[config.mk]
export PLATFORM = sky130hd
export DESIGN_NAME = mpy_unit
export DESIGN_NICKNAME = d
export VERILOG_FILES = /design/src/rtl/dsp_pkg.sv /design/src/rtl/booth_step.sv /design/src/rtl/mpy_unit.sv
export SDC_FILE = /design/constraint.sdc
export NUM_CORES = 1
export LEC_CHECK = 0
export ABC_CLOCK_PERIOD_IN_PS = 8400
export CORE_ASPECT_RATIO = 0.8
export CORE_MARGIN = 4
export CORE_UTILIZATION = 40
export DETAILED_ROUTE_END_ITERATION = 6
export PLACE_DENSITY = 0.73
export SYNTH_ARGS = -nofsm -noshare
export SYNTH_HDL_FRONTEND = slang
export SYNTH_SLANG_ARGS = --single-unit
[constraint.sdc]
create_clock -name clk -period 8.4 [get_ports clk]
set_input_delay 2.1 -clock clk [delete_from_list [all_inputs] [get_ports clk]]
set_output_delay 2.1 -clock clk [all_outputs]
set_load 0.005 [all_outputs]
[src/rtl/dsp_pkg.sv]
// Shared DSP datapath definitions: word sizes, multiplier FSM states and
// the iteration-counter width helper.
package dsp_pkg;

  localparam int DSP_WORD  = 16;
  localparam int DSP_DWORD = 32;

  typedef enum logic [1:0] {
    IDLE = 2'd0,
    RUN  = 2'd1,
    DONE = 2'd2
  } mpy_state_t;

  // Width of a counter that walks 0..w-1; never collapses below one bit.
  function automatic int cnt_width(input int w);
    return (w <= 1) ? 1 : $clog2(w);
  endfunction

  localparam int MPY_CNT_W = cnt_width(DSP_WORD);

endpackage

[src/rtl/booth_step.sv]
// One radix-2 Booth iteration: conditional add/subtract of the multiplicand
// into the upper accumulator, then arithmetic shift right of the whole register.
module booth_step #(
  parameter int WIDTH = 16
) (
  input  logic [2*WIDTH+1:0] acc_in,
  input  logic [WIDTH-1:0]   mcand,
  output logic [2*WIDTH+1:0] acc_out
);

  logic [WIDTH:0]     mc_ext;
  logic [WIDTH:0]     upper;
  logic [2*WIDTH+1:0] sum;

  // Register layout: {upper[WIDTH:0], multiplier[WIDTH-1:0], q_minus1}
  always_comb begin
    mc_ext = {mcand[WIDTH-1], mcand};
    upper  = acc_in[2*WIDTH+1:WIDTH+1];
    case (acc_in[1:0])
      2'b01:   upper = upper + mc_ext;
      2'b10:   upper = upper - mc_ext;
      default: upper = acc_in[2*WIDTH+1:WIDTH+1];
    endcase
    sum     = {upper, acc_in[WIDTH:0]};
    acc_out = {sum[2*WIDTH+1], sum[2*WIDTH+1:1]};
  end

endmodule

[src/rtl/mpy_unit.sv]
// Sequential signed T x operand multiplier feeding the P register.
// state | meaning
// IDLE  | waiting for start
// RUN   | one Booth iteration per cycle, WIDTH cycles
// DONE  | P holds the new product for one cycle; start here chains a new multiply
module mpy_unit
  import dsp_pkg::*;
#(
  parameter int WIDTH = DSP_WORD
) (
  input  logic               clk,
  input  logic               reset,
  input  logic               load_t,
  input  logic [WIDTH-1:0]   t_in,
  input  logic               start,
  input  logic [WIDTH-1:0]   operand,
  input  logic               clear_p,
  output logic [WIDTH-1:0]   t_out,
  output logic [2*WIDTH-1:0] p_out,
  output logic               busy,
  output logic               done
);

  localparam int CW = cnt_width(WIDTH);
  localparam int BW = 2*WIDTH + 2;

  mpy_state_t         state, state_nx;
  logic [WIDTH-1:0]   t_reg;
  logic [WIDTH-1:0]   mcand;
  logic [BW-1:0]      booth;
  logic [BW-1:0]      booth_nx;
  logic [CW-1:0]      cnt;
  logic [2*WIDTH-1:0] p_reg;
  logic               last;
  logic               accept;

  assign last   = (cnt == CW'(WIDTH-1));
  assign accept = start && (state != RUN);

  booth_step #(.WIDTH(WIDTH)) u_step (
    .acc_in  (booth),
    .mcand   (mcand),
    .acc_out (booth_nx)
  );

  always_ff @(posedge clk) begin
    if (reset) state <= IDLE;
    else       state <= state_nx;
  end

  always_comb begin
    state_nx = state;
    unique case (state)
      IDLE:    if (start) state_nx = RUN;
      RUN:     if (last) state_nx = DONE;
      DONE:    state_nx = start ? RUN : IDLE;
      default: state_nx = IDLE;
    endcase
  end

  always_ff @(posedge clk) begin
    if (reset) begin
      t_reg <= '0;
      mcand <= '0;
      booth <= '0;
      cnt   <= '0;
      p_reg <= '0;
    end else begin
      if (load_t) t_reg <= t_in;
      // mcand captures T before any same-edge load_t lands
      if (accept) begin
        mcand <= t_reg;
        booth <= {{(WIDTH+1){1'b0}}, operand, 1'b0};
        cnt   <= '0;
      end else if (state == RUN) begin
        booth <= booth_nx;
        cnt   <= cnt + CW'(1);
      end
      if (state == RUN && last) p_reg <= booth_nx[2*WIDTH:1];
      else if (clear_p)         p_reg <= '0;
    end
  end

  assign t_out = t_reg;
  assign p_out = p_reg;
  assign busy  = (state == RUN);
  assign done  = (state == DONE);

endmodule

Word-level counts from Yosys, hierarchy flattened
Cells that the tools add are included.

word-level totals
  register bits after elaboration = 103
  latch bits = 0
  RAM bits = 0
  memory bits (read-only) = 0
  output and inout bits = 50
  word-level logic and storage cells = 34
  memories = 0

cells by class
  add/sub/neg operators = 3
  $mul = 0
  div/mod/pow operators = 0
  order comparisons = 0
  equal/unequal tests = 8
  shift operators = 0
  mux-type cells = 9
  bitwise operators = 0
  reductions and logical operators = 7

operators by type and width
  kind                 number
  $mux 32              2
  $mux 17              2
  $pmux 17 s2          1
  $add 16x16->17       1
  $sub 16x16->17       1
  $pmux 2 s3           1
  $add 4x1->4 const B  1
  $eq 2x1->1 const B   2
  $eq 2x2->1 const B   2
  $eq 4x4->1 const B   1
  $mux 2               2
  $ne 2x1->1 const B   2
  $reduce_bool 2->1    2
  $logic_and 1x1->1    2
  $logic_not 2->1      1
  $ne 2x2->1 const B   1
  $reduce_and 2->1     1
  $reduce_or 2->1      1
  $mux 1               1

Longest topological paths before layout
Gate-level depths: netlist of run 1.

  depth after elaboration = 4
  mapped depth = 13
  depth with buffers taken out = 13

Cells and area by module
From an unflattened synthesis of run 1, not the netlist that was laid out.

second synthesis, totals
  cell total of the unflattened synthesis = 710
  area, all modules = 5665.4 um2

by module, submodules not included
  module      instances  cells each  area an instance (um2)  sequential area each (um2)
  mpy_unit    1          483         4169.0                  2082.0
  booth_step  1          227         1496.4                  0.0

Worst setup path before layout of run 1
OpenSTA, ideal clock, no wires.

  kind = reg-to-output
  start = reg state[1]
  end = out busy
  data arrival time = 1.059 ns
  required time = 6.300 ns
  path slack = 5.241 ns
  stages on the path, launching flop included = 6
  buffers on the path = 3
  cell sequence = dfxtp_1 nand2b_1 buf_2 inv_1 buf_2 buf_2

on the way
  word-level cells in the longest chain between the ends = 1

RTL lines
  what                    RTL line        text
  from (decl)             mpy_unit.sv:27  mpy_state_t state, state_nx;
  from (signal assigned)  mpy_unit.sv:48  else state <= state_nx;
  $eq 2x1->1              mpy_unit.sv:86  assign busy = (state == RUN);
  to (decl)               mpy_unit.sv:20  output logic busy,

Every way passes these cells.

==> results of run 1 <==
-- path summary, 6_finish.rpt --
| path | endpoint | slack, ps | cells after the start | from |
|---|---|---|---|---|
| worst min-delay path | booth[0] | 460 | 2 | booth[0] |
| worst max-delay path | p_out[31] | 4340 | 8 | reset |
| worst min register to register | booth[0] | 460 | 2 | booth[0] |
| worst max register to register | booth[32] | 5120 | 12 | mcand[2] |
-- Yosys cell counts, types with 2 or more instances --
cell	count
dfxtp_1	103
nand2_1	69
nor2_1	69
a21oi_1	52
mux2i_1	43
a211oi_1	20
xnor2_1	20
a22o_1	19
ha_1	19
clkbuf_1	17
o21ai_0	16
inv_1	15
nor3_1	14
buf_2	12
o21ai_1	11
nand2b_1	6
a31oi_1	5
and2_1	5
buf_1	5
nand4_1	5
nor2b_1	4
or3_1	4
a211oi_2	3
a21o_1	3
nand3_1	3
o2111ai_1	3
o211ai_1	3
o21bai_1	3
o31ai_1	3
xor2_1	3
a21oi_2	2
a311o_1	2
and3_1	2
nand3b_1	2
nor2_2	2
nor4_1	2
o21a_1	2
o21ai_4	2
-- worst max-delay path, cell delays in order --
cell       delay, ps
buf_2             70
buf_4            490
or3_1            570
inv_1            510
nand2_1          180
nor2_1            50
mux2i_1          130
o2111ai_1        130
-- metrics by stage --
stage	std cells	setup slack [ps]	hold WS, ps	total power [mW]
2_1_floorplan	595	5240	436	0.774
3_3_place_gp	823	4060	439	0.847
3_5_place_dp	823	3950	443	0.856
4_1_cts	839	4330	457	1.26
5_1_grt	839	4140	493	1.32
6_report	839	4340	458	1.26
-- layer usage --
layer,part of all wire (%),wire length [µm],vias to the layer above,track usage [%]
li1,-,-,2256,-
met1,50,6300,2079,24.7
met2,44,5540,136,26.0
met3,5.3,675,15,3.71
met4,1.3,159,0,4.82
met5,0,0,-,0
-- power groups by stage --
stage	clock (mW)	sequential (mW)	combinational, mW
after global routing	0.432	0.530	0.358
final	0.405	0.527	0.323
after CTS	0.413	0.527	0.320
after floorplan	0	0.533	0.241
after global placement	0	0.538	0.309
after detailed placement	0	0.538	0.318
-- registers in the layout, indices dropped and copies added (netlist names) --
name,flops
cnt,4
t_out,16
mcand,16
p_out,32
state,2
booth,33
-- kinds of logic after synthesis --
kind of cell	after synthesis
XOR/XNOR	23
buffers and inverters	51
AO/OA/AOI/OAI	160
AND/OR/NAND/NOR	194
adder cells (fa/ha/maj)	20
flip-flops	103
multiplexers	44
-- cell type report --
class                   instances  area, µm²  area share [%]
flip-flops and latches        103       2060            32.1
repair buffers                 92        901            14.0
clock buffers                   9        225            3.50
clock inverters                 7       65.1            1.01
inverters                      16       60.1           0.934
well taps                     171        214            3.33
multi-input cells             441       2900            45.2
==> impl_metrics.env, run 1 <==
export IMPL_yosysTopAreaCellShare_pct=39.9
export IMPL_place_gp_congestion=0.871
export IMPL_die_w_um=135
export IMPL_ys_seq_elements=103
export IMPL_max_slew_margin_pct=40.5
export IMPL_skew_ps=7.68
export IMPL_drive_above_1_share_pct=6.29
export IMPL_dpl_hpwl_um=9150
export IMPL_portBuffers=86
export IMPL_cts_htree_levels=3
export IMPL_wl_per_cell_um=15.1
export IMPL_fillCellCount=1091
export IMPL_core_area_mm2=0.0124
export IMPL_outcome="finished, final reports clean"
export IMPL_syn_inst=595
export IMPL_setup_tns_ps=0
export IMPL_p_clk_share_pct=32.3
export IMPL_grt_pass1_vias=4259
export IMPL_p_sw_share_pct=32.0
export IMPL_n_antenna_cell=0
export IMPL_critPathLaunchType="input port"
export IMPL_hold_viol_final=0
export IMPL_cts_path_max_buffers=2
export IMPL_final_common_cell="dfxtp_1"
export IMPL_antenna_found_initial=0
export IMPL_ys_async_sr_fraction_pct=0
export IMPL_synth_compound_area_share_pct=21.0
export IMPL_power_density_mw_per_mm2=195
export IMPL_yosysSeqAreaShare_pct=39.9
export IMPL_grt_ovfl_total=0
export IMPL_fp_dieArea_mm2=0.0148
export IMPL_postCtsHoldBufs=0
export IMPL_syn_nets=652
export IMPL_routed_wl_um=12700
export IMPL_hp_class="reg -> reg"
export IMPL_critPathRequiredTime_ps=8600
export IMPL_final_core_util_pct=51.9
export IMPL_grt_max_degree=61
export IMPL_synth_warnings=0
export IMPL_synthAdderAreaFrac_pct=4.99
export IMPL_fin_area_mm2=0.00643
export IMPL_path_clk_slew_ps=70
export IMPL_post_cts_buffers=0
export IMPL_synth_simple_area_share_pct=17.6
export IMPL_area_delta_synth_final_pct=24.4
export IMPL_first_pass_iters=5
export IMPL_grt_first_pass_wirelength_um=20800
export IMPL_synth_area_mux_share_pct=8.55
export IMPL_ys_flop_type="dfxtp_1"
export IMPL_drcViolationCount=0
export IMPL_p_switching_mw=0.402
export IMPL_setup_viol=0
export IMPL_layout_nets=720
export IMPL_arrival_ps=4260
export IMPL_synth_edff_count=0
export IMPL_path_max_fanout=60
export IMPL_avgSynthCellArea_um2=8.69
export IMPL_cts_resized=0
export IMPL_seq_power_share_pct=42.0
export IMPL_final_cell_mix="dfxtp_1, clkdlybuf4s50_1, nor2_1, nand2_1, a21oi_1"
export IMPL_rsz0062_at_grt="no"
export IMPL_finalCritPeriodShare_pct=48.3
export IMPL_vias=4486
export IMPL_synth_top_area_cell="dfxtp_1"
export IMPL_dpl_cell_area_mm2=0.00614
export IMPL_max_freq_mhz=246
export IMPL_cts_sinks=103
export IMPL_p_comb_share_pct=25.7
export IMPL_yosys_cell_types_count=60
export IMPL_internal_power_mw=0.854
export IMPL_synthTopCellsByArea="dfxtp_1, mux2i_1, a21oi_1, nand2_1, nor2_1"
export IMPL_start_util_pct=41.7
export IMPL_power_leakage_nw=2.45
export IMPL_final_max_slew_viol_count=0
export IMPL_max_cap_violations=0
export IMPL_min_period_ps=4060
export IMPL_clockRootBuffer="clkbuf_16"
export IMPL_rows=36
export IMPL_drtAntennaViolNets=0
export IMPL_cts_tree="done"
export IMPL_synth_top_family_by_area="compound AO/OA/AOI/OAI gates"
export IMPL_criticalPathCategory="in -> reg"
export IMPL_clkLatencyLatePin_ps=350
export IMPL_die_y_um=110
export IMPL_worst_pin_slew_ps=889
export IMPL_syn_cell_area_mm2=0.00517
export IMPL_num_io_pins=87
export IMPL_synthXorXnorAreaFrac_pct=3.90
export IMPL_cts_buffers=9
export IMPL_grt_total_usage_pct=17.2
export IMPL_peakVddDrop_mv=0.135
export IMPL_first_iter_violations=329
export IMPL_vias_per_cell=5.35
export IMPL_critPathCaptureType="flip-flop"
Note: power is estimated with default switching activity, not from simulation.
==> run 2, diff against run 1 <==
- ABC_CLOCK_PERIOD_IN_PS: 8400 -> 4160
- clock period: 8.4 -> 4.16 ns (I/O delays scaled with it)
==> run 2 against run 1 <==
Effect of this change: critical path depth increased by 4; sequential cell count unchanged; combinational power increased by 100%; wire length increased by 3.4%; via count decreased by 1.1%; clock skew decreased by 0.58 ps; clock-buffer cell count unchanged; global-route usage increased by 0.98 points; design area about the same; critical endpoint is now booth[32]; largest cell class unchanged; highest routed layer unchanged.
==> impl_metrics.env, run 2 (synthesis results as in run 1) <==
export IMPL_outcome="finished, final reports clean"
export IMPL_setup_viol=0
export IMPL_vias_per_cell=5.27
export IMPL_routed_wl_um=13100
export IMPL_peakVddDrop_mv=0.225
export IMPL_drtAntennaViolNets=0
export IMPL_setup_tns_ps=0
export IMPL_cts_htree_levels=3
export IMPL_first_pass_iters=5
export IMPL_path_max_fanout=6
export IMPL_rsz0062_at_grt="no"
export IMPL_hold_depth=2
export IMPL_final_max_slew_viol_count=0
export IMPL_cp_num_cells=12
export IMPL_critPathCaptureType="flip-flop"
export IMPL_critPathRequiredTime_ps=4450
export IMPL_antenna_found_initial=0
export IMPL_final_core_util_pct=52.0
export IMPL_power_leakage_nw=2.46
export IMPL_r2r_start="mcand[2]"
export IMPL_cts_resized=0
export IMPL_first_iter_violations=345
export IMPL_crit_path_frequent_cell="mux2i_1"
export IMPL_grt_total_usage_pct=18.1
export IMPL_die_w_um=135
export IMPL_clkLatencyLatePin_ps=350
export IMPL_cts_sinks=103
export IMPL_crit_chain="nor4_4 -> nor4b_4 -> and2_1 -> nor2_1 -> xnor2_1 -> ha_1 -> inv_1 -> o31ai_1 -> a21oi_1 -> o21ai_4 -> mux2i_1 -> mux2i_1"
export IMPL_core_area_mm2=0.0124
export IMPL_layout_nets=722
export IMPL_r2r_slack_ps=900
export IMPL_rows=36
export IMPL_num_io_pins=87
export IMPL_fillCellCount=1124
export IMPL_regMostFlops="booth"
export IMPL_hold_end="p_out[22]"
export IMPL_largest_reg_flops=33
export IMPL_area_delta_synth_final_pct=24.5
export IMPL_fin_hold_ws_ps=449
export IMPL_hold_viol_final=0
export IMPL_postCtsHoldBufs=0
export IMPL_fp_dieArea_mm2=0.0148
export IMPL_finalCritPeriodShare_pct=78.4
export IMPL_cts_tree="done"
export IMPL_start_util_pct=41.7
export IMPL_post_cts_buffers=0
export IMPL_critPathLaunchType="flip-flop"
export IMPL_drcViolationCount=0
export IMPL_final_cell_mix="dfxtp_1, clkdlybuf4s50_1, nor2_1, nand2_1, a21oi_1"
export IMPL_path_delay_family="simple AND/OR/NAND/NOR gates"
export IMPL_grt_pass1_vias=4238
export IMPL_n_antenna_cell=0
export IMPL_hp_class="reg -> reg"
export IMPL_hold_start="p_out[22]"
export IMPL_worst_pin_slew_ps=862
export IMPL_arrival_ps=3550
export IMPL_min_period_ps=3260
export IMPL_place_gp_congestion=0.875
export IMPL_slowest_stage="nor4_4"
export IMPL_portBuffers=86
export IMPL_critPathMaxStageDelay_ps=430
export IMPL_clockRootBuffer="clkbuf_16"
export IMPL_grt_max_degree=60
export IMPL_vias=4435
export IMPL_rr_worst_depth=12
export IMPL_skew_ps=7.11
export IMPL_rr_endpoint="booth[32]"
export IMPL_final_common_cell="dfxtp_1"
export IMPL_wl_per_cell_um=15.6
export IMPL_max_freq_mhz=307
export IMPL_grt_first_pass_wirelength_um=21400
export IMPL_dpl_hpwl_um=9420
export IMPL_path_clk_slew_ps=70
export IMPL_max_slew_margin_pct=42.4
export IMPL_cp_num_buf_inv=1
export IMPL_cts_path_max_buffers=2
export IMPL_drive_above_1_share_pct=6.57
export IMPL_max_cap_violations=0
export IMPL_die_y_um=110
export IMPL_grt_ovfl_total=0
export IMPL_cts_buffers=9
export IMPL_power_density_mw_per_mm2=393
export IMPL_criticalPathCategory="reg -> reg"
## run 2: cell types whose count changed in the layout (fill, tap and decap cells not counted), sizes merged
cell and change:
buf +2
## run 2: where the power goes
part / switching [mW] / internal, mW / total, mW / leakage [nW]
clock: 0.397 / 0.414 / 0.810 / 0.138
combinational: 0.374 / 0.281 / 0.655 / 1.48
sequential: 0.0392 / 1.03 / 1.07 / 0.839
total: 0.810 / 1.72 / 2.53 / 2.46
## run 2: final cells by class
| class | instances | area, µm² | share of cell area [%] |
|---|---|---|---|
| clock buffer | 9 | 225 | 3.50 |
| clock inverter | 7 | 55.1 | 0.855 |
| inverter | 16 | 60.1 | 0.933 |
| multi-input combinational | 441 | 2900 | 45.1 |
| sequential | 103 | 2060 | 32.0 |
| tap | 171 | 214 | 3.32 |
| timing repair buffer | 94 | 916 | 14.2 |
## run 2: worst reg2reg max path: stages, from the launching register on
cell and delay, ps:
dfxtp_1 380, nor4_4 430, nor4b_4 310, and2_1 210, nor2_1 60, xnor2_1 150
ha_1 350, inv_1 80, o31ai_1 420, a21oi_1 190, o21ai_4 130, mux2i_1 270
mux2i_1 200
## run 2: metal layers
metal,global-route usage (%),routed length [µm]
met1,25.8,6530
met2,28.3,5750
met3,3.57,700
met4,4.68,133
met5,0,0
## run 2: per-stage QoR
| stage | cells | total power, mW | worst slack, ps | area (µm²) |
|---|---|---|---|---|
| after floorplan | 595 | 1.56 | 1340 | 5170 |
| after global placement | 825 | 1.72 | 1110 | 6160 |
| after detailed placement | 825 | 1.73 | 955 | 6160 |
| after CTS | 841 | 2.54 | 930 | 6440 |
| after global routing | 841 | 2.66 | 662 | 6440 |
| final | 841 | 2.53 | 901 | 6440 |
## run 2: how the worst max path moves through the flow
stage	endpoint	slack, ps	startpoint
after floorplan	booth[32]	1340	mcand[2]
after global placement	p_out[27]	1110	mcand[2]
after detailed placement	booth[32]	960	mcand[2]
after CTS	booth[32]	930	mcand[2]
after global routing	booth[32]	660	mcand[2]
final	booth[32]	900	mcand[2]
